==> src/rtl/ulpi_reg_sequencer.sv <==
// ulpi_reg_sequencer
// Command sequencer and arbiter in front of the ULPI register-access engine.
// After reset it writes each init register to the PHY, reads it back and
// compares. Entries that keep mismatching are retried a bounded number of
// times. After that the engine is handed to the host config port, one
// register transaction at a time. Everything runs in the clk_ext
// (PHY CLKOUT) domain.
//
// Ports
//   clk_ext     in   sole clock
//   rst         in   synchronous active-high reset
//   init_done   out  init sequence finished (pass or fail), sticky
//   init_err    out  some init entry failed (retries exhausted or timeout), sticky
//   cfg_req     in   host request, held until cfg_ack
//   cfg_we      in   1 = write, 0 = read
//   cfg_addr    in   host register address
//   cfg_wdata   in   host write data
//   cfg_ack     out  one-cycle completion pulse
//   cfg_rdata   out  read data, updated on read acks only
//   cfg_err     out  transaction timed out, valid with cfg_ack
//   ulpi_wd     out  one-cycle write strobe to the engine
//   ulpi_rd     out  one-cycle read strobe to the engine
//   ulpi_addr   out  register address, stable from strobe until busy falls
//   ulpi_wdata  out  write data, same hold rule
//   ulpi_rdata  in   engine read result, valid on the cycle busy falls
//   ulpi_busy   in   engine busy
module ulpi_reg_sequencer #(
   parameter int          INIT_LEN  = 3,
   parameter logic [23:0] INIT_ADDR = {6'h00, 6'h0A, 6'h07, 6'h04},
   parameter logic [31:0] INIT_DATA = {8'h00, 8'h00, 8'h00, 8'h48},
   parameter int          MAX_RETRY = 2,
   parameter int          TIMEOUT   = 255
) (
   input  logic       clk_ext,
   input  logic       rst,
   output logic       init_done,
   output logic       init_err,
   input  logic       cfg_req,
   input  logic       cfg_we,
   input  logic [5:0] cfg_addr,
   input  logic [7:0] cfg_wdata,
   output logic       cfg_ack,
   output logic [7:0] cfg_rdata,
   output logic       cfg_err,
   output logic       ulpi_wd,
   output logic       ulpi_rd,
   output logic [5:0] ulpi_addr,
   output logic [7:0] ulpi_wdata,
   input  logic [7:0] ulpi_rdata,
   input  logic       ulpi_busy
);

   typedef enum logic [2:0] {
      INIT_ISSUE, INIT_WAIT, RB_ISSUE, RB_WAIT, READY, HOST_WAIT
   } state_t;

   state_t      state, state_nx;
   logic [1:0]  idx;
   logic [3:0]  retry;
   logic [7:0]  tmo_cnt;
   logic        busy_seen;
   logic        host_we;
   logic [5:0]  host_addr;
   logic [7:0]  host_wdata;

   logic [5:0]  init_addr_cur;
   logic [7:0]  init_data_cur;
   logic        waiting, strobe, accept;
   logic        txn_done, txn_tmo;
   logic        last_entry, rb_match, retry_left;
   logic        entry_retry, entry_end, entry_fail;

   assign init_addr_cur = INIT_ADDR[6*int'(idx) +: 6];
   assign init_data_cur = INIT_DATA[8*int'(idx) +: 8];

   assign waiting    = (state == INIT_WAIT) || (state == RB_WAIT) || (state == HOST_WAIT);
   assign strobe     = ulpi_wd | ulpi_rd;
   // The ack cycle itself never starts a new transaction, so a held cfg_req
   // is only seen again the cycle after cfg_ack.
   assign accept     = (state == READY) && cfg_req && !ulpi_busy && !cfg_ack;

   // Completion needs busy to have been seen high since the strobe; an
   // engine that never raises busy runs into the timeout instead.
   assign txn_done   = waiting && busy_seen && !ulpi_busy;
   assign txn_tmo    = waiting && !txn_done && (tmo_cnt == 8'(TIMEOUT));

   assign last_entry = (idx == 2'(INIT_LEN - 1));
   assign rb_match   = (ulpi_rdata == init_data_cur);
   assign retry_left = (retry < 4'(MAX_RETRY));

   assign entry_retry = (state == RB_WAIT) && txn_done && !rb_match && retry_left;
   assign entry_end   = ((state == INIT_WAIT) && txn_tmo) ||
                        ((state == RB_WAIT) && (txn_tmo || (txn_done && (rb_match || !retry_left))));
   assign entry_fail  = entry_end && !((state == RB_WAIT) && txn_done && rb_match);

   // State register
   always_ff @(posedge clk_ext) begin
      if (rst) state <= INIT_ISSUE;
      else     state <= state_nx;
   end

   // Next-state logic
   always_comb begin
      state_nx = state;
      case (state)
         INIT_ISSUE: if (!ulpi_busy) state_nx = INIT_WAIT;
         INIT_WAIT: begin
            if (txn_done)       state_nx = RB_ISSUE;
            else if (entry_end) state_nx = last_entry ? READY : INIT_ISSUE;
         end
         RB_ISSUE:   if (!ulpi_busy) state_nx = RB_WAIT;
         RB_WAIT: begin
            if (entry_retry)    state_nx = INIT_ISSUE;
            else if (entry_end) state_nx = last_entry ? READY : INIT_ISSUE;
         end
         READY:      if (accept) state_nx = HOST_WAIT;
         HOST_WAIT:  if (txn_done || txn_tmo) state_nx = READY;
         default:    state_nx = INIT_ISSUE;
      endcase
   end

   // Engine-side outputs. Strobes are combinational so a host request can be
   // issued in the same cycle it is seen; rst forces everything low.
   always_comb begin
      ulpi_wd    = 1'b0;
      ulpi_rd    = 1'b0;
      ulpi_addr  = 6'h00;
      ulpi_wdata = 8'h00;
      if (!rst) begin
         case (state)
            INIT_ISSUE, INIT_WAIT: begin
               ulpi_addr  = init_addr_cur;
               ulpi_wdata = init_data_cur;
               ulpi_wd    = (state == INIT_ISSUE) && !ulpi_busy;
            end
            RB_ISSUE, RB_WAIT: begin
               ulpi_addr = init_addr_cur;
               ulpi_rd   = (state == RB_ISSUE) && !ulpi_busy;
            end
            READY: begin
               ulpi_addr  = cfg_addr;
               ulpi_wdata = cfg_wdata;
               ulpi_wd    = accept && cfg_we;
               ulpi_rd    = accept && !cfg_we;
            end
            HOST_WAIT: begin
               ulpi_addr  = host_addr;
               ulpi_wdata = host_wdata;
            end
            default: ;
         endcase
      end
   end

   // Entry bookkeeping, timeout tracking and host handshake
   always_ff @(posedge clk_ext) begin
      if (rst) begin
         idx        <= '0;
         retry      <= '0;
         tmo_cnt    <= '0;
         busy_seen  <= 1'b0;
         init_done  <= 1'b0;
         init_err   <= 1'b0;
         cfg_ack    <= 1'b0;
         cfg_err    <= 1'b0;
         cfg_rdata  <= '0;
         host_we    <= 1'b0;
         host_addr  <= '0;
         host_wdata <= '0;
      end else begin
         cfg_ack <= 1'b0;
         if (strobe) begin
            tmo_cnt   <= '0;
            busy_seen <= 1'b0;
         end else if (waiting) begin
            tmo_cnt <= tmo_cnt + 8'd1;
            if (ulpi_busy) busy_seen <= 1'b1;
         end
         if (entry_end) begin
            retry <= '0;
            if (entry_fail) init_err <= 1'b1;
            if (last_entry) init_done <= 1'b1;
            else            idx <= idx + 2'd1;
         end else if (entry_retry) begin
            retry <= retry + 4'd1;
         end
         if (accept) begin
            host_we    <= cfg_we;
            host_addr  <= cfg_addr;
            host_wdata <= cfg_wdata;
         end
         if ((state == HOST_WAIT) && (txn_done || txn_tmo)) begin
            cfg_ack <= 1'b1;
            cfg_err <= txn_tmo;
            if (txn_done && !host_we) cfg_rdata <= ulpi_rdata;
         end
      end
   end

endmodule
==> config.mk <==
export PLATFORM = sky130hd
export DESIGN_NAME = ulpi_reg_sequencer
export DESIGN_NICKNAME = d
export VERILOG_FILES = /design/src/rtl/ulpi_reg_sequencer.sv
export SDC_FILE = /design/constraint.sdc
export NUM_CORES = 1
export LEC_CHECK = 0
export BUFFER_PORTS_ARGS = -buffer_cell sky130_fd_sc_hd__buf_2
export CORE_MARGIN = 2
export CORE_UTILIZATION = 49
export CTS_BUF_LIST = sky130_fd_sc_hd__clkbuf_8
export DETAILED_ROUTE_END_ITERATION = 12
export GPL_TIMING_DRIVEN = 0
export PLACE_DENSITY = 0.78
export REMOVE_ABC_BUFFERS = 1
export SYNTH_ARGS = -nofsm -noshare
export SYNTH_HDL_FRONTEND = slang
export SYNTH_SLANG_ARGS = --single-unit
==> constraint.sdc <==
create_clock -name clk_ext -period 2.1 [get_ports clk_ext]
set_input_delay 0.315 -clock clk_ext [delete_from_list [all_inputs] [get_ports clk_ext]]
set_output_delay 0.315 -clock clk_ext [all_outputs]
set_load 0.005 [all_outputs]
==> flow_summary.ini <==
[floorplan]
ioPinCount = 55
die_w_um = 70.9
die-area_mm2 = 0.00502
core_area_mm2 = 0.00432
start_util_pct = 50.7
num_rows = 24
die_h_um = 70.9

[route]
vias_per_cell = 5.29
via_count = 1974
drc_errors = 0
drt_iter0_drc = 141
ant_nets = 0
drt_first_pass_iters = 4
routedWlPerCell_um = 13.3
wirelength_um = 4940

[pwr]
seq_power_share_pct = 55.2
comb_power_share_pct = 7.5
clockPowerShare_pct = 37.3
peakVddDrop_mv = 0.406
internal_power_mw = 1.21
p_sw_uw = 372
p_sw_share_pct = 23.5
finalPower_mw = 1.58
p_leak_nw = 1.09
power_density_mw_per_mm2 = 582

[run_status]
status = finished clean

[grt]
grt_max_degree = 46
grt-busiest-layer = met2
antenna_found_initial = 0
grt_pass1_wl_um = 7840
overflow = 0
grt_use_met1_pct = 22.4
grt_pass1_vias = 1807
track_usage_pct = 19.2
met3_usage_pct = 3.70
globalRouteMet2Util_pct = 34.3

[worst_setup_path]
cp.arrival_ns = 2.28
path_max_fanout = 3
reg2regPathDepth = 7
path_depth = 7
crit_path_start_kind = flop
critical-path-slowest-cell = a2111oi_4
critPathTopFamily = compound AO/OA/AOI/OAI gates
end_kind = flop
path_class = reg -> reg
cp_cell_sequence = inv_2 -> ha_4 -> or3_4 -> a2111oi_4 -> o41ai_4 -> a21oi_2 -> mux2_4
r2r_slack_ns = 0.02
required_ns = 2.30
crit_start = idx[0]$_SDFFE_PP0P_
cp-endpoint = idx[0]$_SDFFE_PP0P_
r2r_start = idx[0]$_SDFFE_PP0P_
crit_buf_inv = 1
r2r_end = idx[0]$_SDFFE_PP0P_
critPathMaxStageDelay_ns = 0.43

[synth]
yosysTopAreaCell = dfxtp_1
dominantRegCellSynth = dfxtp_1
yosys_warnings = 0
synthArstFlopShare_pct = 0
synthCells = 265
synthesis.area_mm2 = 0.00219
yosys-top-cells-area = dfxtp_1 41%, mux2i_1 9.6%, nor2_1 7.5%, a21oi_1 6.8%, nand2_1 6.3%
synth_edf_count = 0
syn_avg_cell_area_um2 = 8.27
seq_area_frac_synth_pct = 41.1
synth_cell_types = 41
ys_seq_elements = 45
synth_top_cell_area_share_pct = 41.1

[layout]
drive_gt1_share_pct = 29.6
final_cell_area_mm2 = 0.00272
num_antenna_cells = 0
fin_nets = 352
area_delta_synth_final_pct = 23.9
finalNonFillerCells = 373

[sta]
fin_crit_sh_pct = 99.1
rsz0062_at_grt = yes
fmax_ghz = 0.481
min_period_ns = 2.08
setup_ws_ns = 0.0191
finalSetupTns_ns = 0
finalHoldViolations = 0
fin_skew_ns = 0.0101
worst_slew_pin_slew_ns = 0.774
max_slew_margin_pct = 48.4
setup_viol = 0
maxSlewViolCount = 0

[place]
port_buffers = 54
dp_hpwl_um = 3150
routabilityCongestion = 0.733
place_area_mm2 = 0.00246
place_inst = 355
dp_worst_setup_slack_ns = -0.629

[cts]
h-tree-depth = 2
numClockSinks = 45
hold_buffers = 0
cts.clk_slew.worst_paths_ns = 0.09
numCtsBuffers = 5
clk_path_buf_depth = 2
cts_tree = yes
root_buffer = clkbuf_8
clock_latency_ns = 0.31

[worst_hold_path]
hold_path.class = in -> reg

[job]
cap_violations = 0
## repair_timing
| action | 4_1_cts | 5_1_grt |
|---|---|---|
| setup endpoints to repair | 57 | 12 |
| setup buffers | 6 | 4 |
| gates resized for setup | 13 | 9 |
| pin swaps | 3 | 4 |
| gates cloned | 0 | 0 |
## worst reg2reg max path: stages, from the launching register on
cell       delay [ns]
dfxtp_2          0.37
inv_2            0.06
ha_4             0.16
or3_4            0.34
a2111oi_4        0.43
o41ai_4          0.11
a21oi_2          0.19
mux2_4           0.31
## power by group through the flow
stage               Sequential, mW  Clock, mW  Combinational (mW)
finish                       0.873      0.590               0.119
detailed placement           0.895          0               0.114
global route                 0.875      0.635               0.130
global placement             0.895          0               0.112
floorplan                    0.891          0              0.0583
CTS                          0.876      0.597               0.116
## metrics by stage
stage	hold slack (ns)	utilization [%]
5_1_grt	0.260	62.8
3_5_place_dp	0.445	56.9
2_1_floorplan	0.384	-
4_1_cts	0.249	61.2
6_report	0.249	62.8
3_3_place_gp	0.432	56.9
## state kept, by name, summed over array words and instances (netlist names)
register and count:
cfg_rdata 8, host_wdata 8, tmo_cnt 8, host_addr 6, retry 4, state 3, idx 2, busy_seen 1
cfg_ack 1, cfg_err 1, host_we 1, init_done 1, init_err 1
## worst min path at each step
stage | slack, ns | from | cells after the start | endpoint
3_3_place_gp | 0.43 | init_done$_SDFFE_PP0P_ | 2 | init_done$_SDFFE_PP0P_
5_1_grt | 0.26 | cfg_addr[3] | 3 | host_addr[3]$_SDFFE_PP0P_
3_5_place_dp | 0.45 | init_done$_SDFFE_PP0P_ | 2 | init_done$_SDFFE_PP0P_
2_1_floorplan | 0.38 | rst | 1 | host_addr[0]$_SDFFE_PP0P_
4_1_cts | 0.25 | cfg_wdata[6] | 3 | host_wdata[6]$_SDFFE_PP0P_
6_report | 0.25 | cfg_wdata[2] | 3 | host_wdata[2]$_SDFFE_PP0P_
## cell families after synthesis
group / share of synthesized area (%)
AOI/OAI and AO/OA: 13.2
adders and majority gates: 2.85
buffers and inverters: 4.00
and+or+nand+nor: 24.4
xor gates and xnor gates: 2.80
DFF: 41.1
muxes: 11.6
## Yosys cell counts, types with 2 or more instances
cell and number:
buf_2 4, nor3_1 3, and3_1 2, inv_1 6, mux2i_1 21, nor2b_1 8
o21ai_1 2, nand2_1 37, dfxtp_1 45, nand3_1 4, nand4_1 3, clkbuf_1 9
xor2_1 4, mux2_2 3, o21ai_0 2, nand2b_1 4, ha_1 5, xnor2_1 3
a211oi_1 2, buf_1 3, nor2_1 44, nor4b_1 2, a21oi_1 30, nor4_1 2
## layout by cell type (no fill, tap or decap), drive strengths merged, types with 2 or more instances in the layout
master | Yosys | layout
a211oi | 2 | 2
a21oi | 31 | 31
and3 | 3 | 3
buf | 7 | 64
clkbuf | 9 | 7
dfxtp | 45 | 45
ha | 5 | 5
inv | 6 | 6
mux2 | 4 | 4
mux2i | 21 | 21
nand2 | 37 | 37
nand2b | 4 | 4
nand3 | 4 | 4
nand4 | 3 | 3
nor2 | 45 | 45
nor2b | 8 | 8
nor3 | 3 | 3
nor4 | 2 | 2
nor4b | 2 | 2
o21ai | 4 | 4
or4 | 2 | 2
xnor2 | 3 | 3
xor2 | 4 | 4
## cell type report
type	count	area, um2
clock inverters	1	5.00
multi-input cells	198	1270
repair buffers	64	345
fillers	398	1610
well taps	52	65.1
inverters	6	25.0
clock buffers	7	96.3
flip-flops and latches	45	913
## layer usage
metal  routed length [um]  vias up
met4                   80        0
li1                     -     1005
met1                 2110      904
met2                 2470       58
met3                  283        7
met5                    0        -
(Power assumes the default switching activity.)
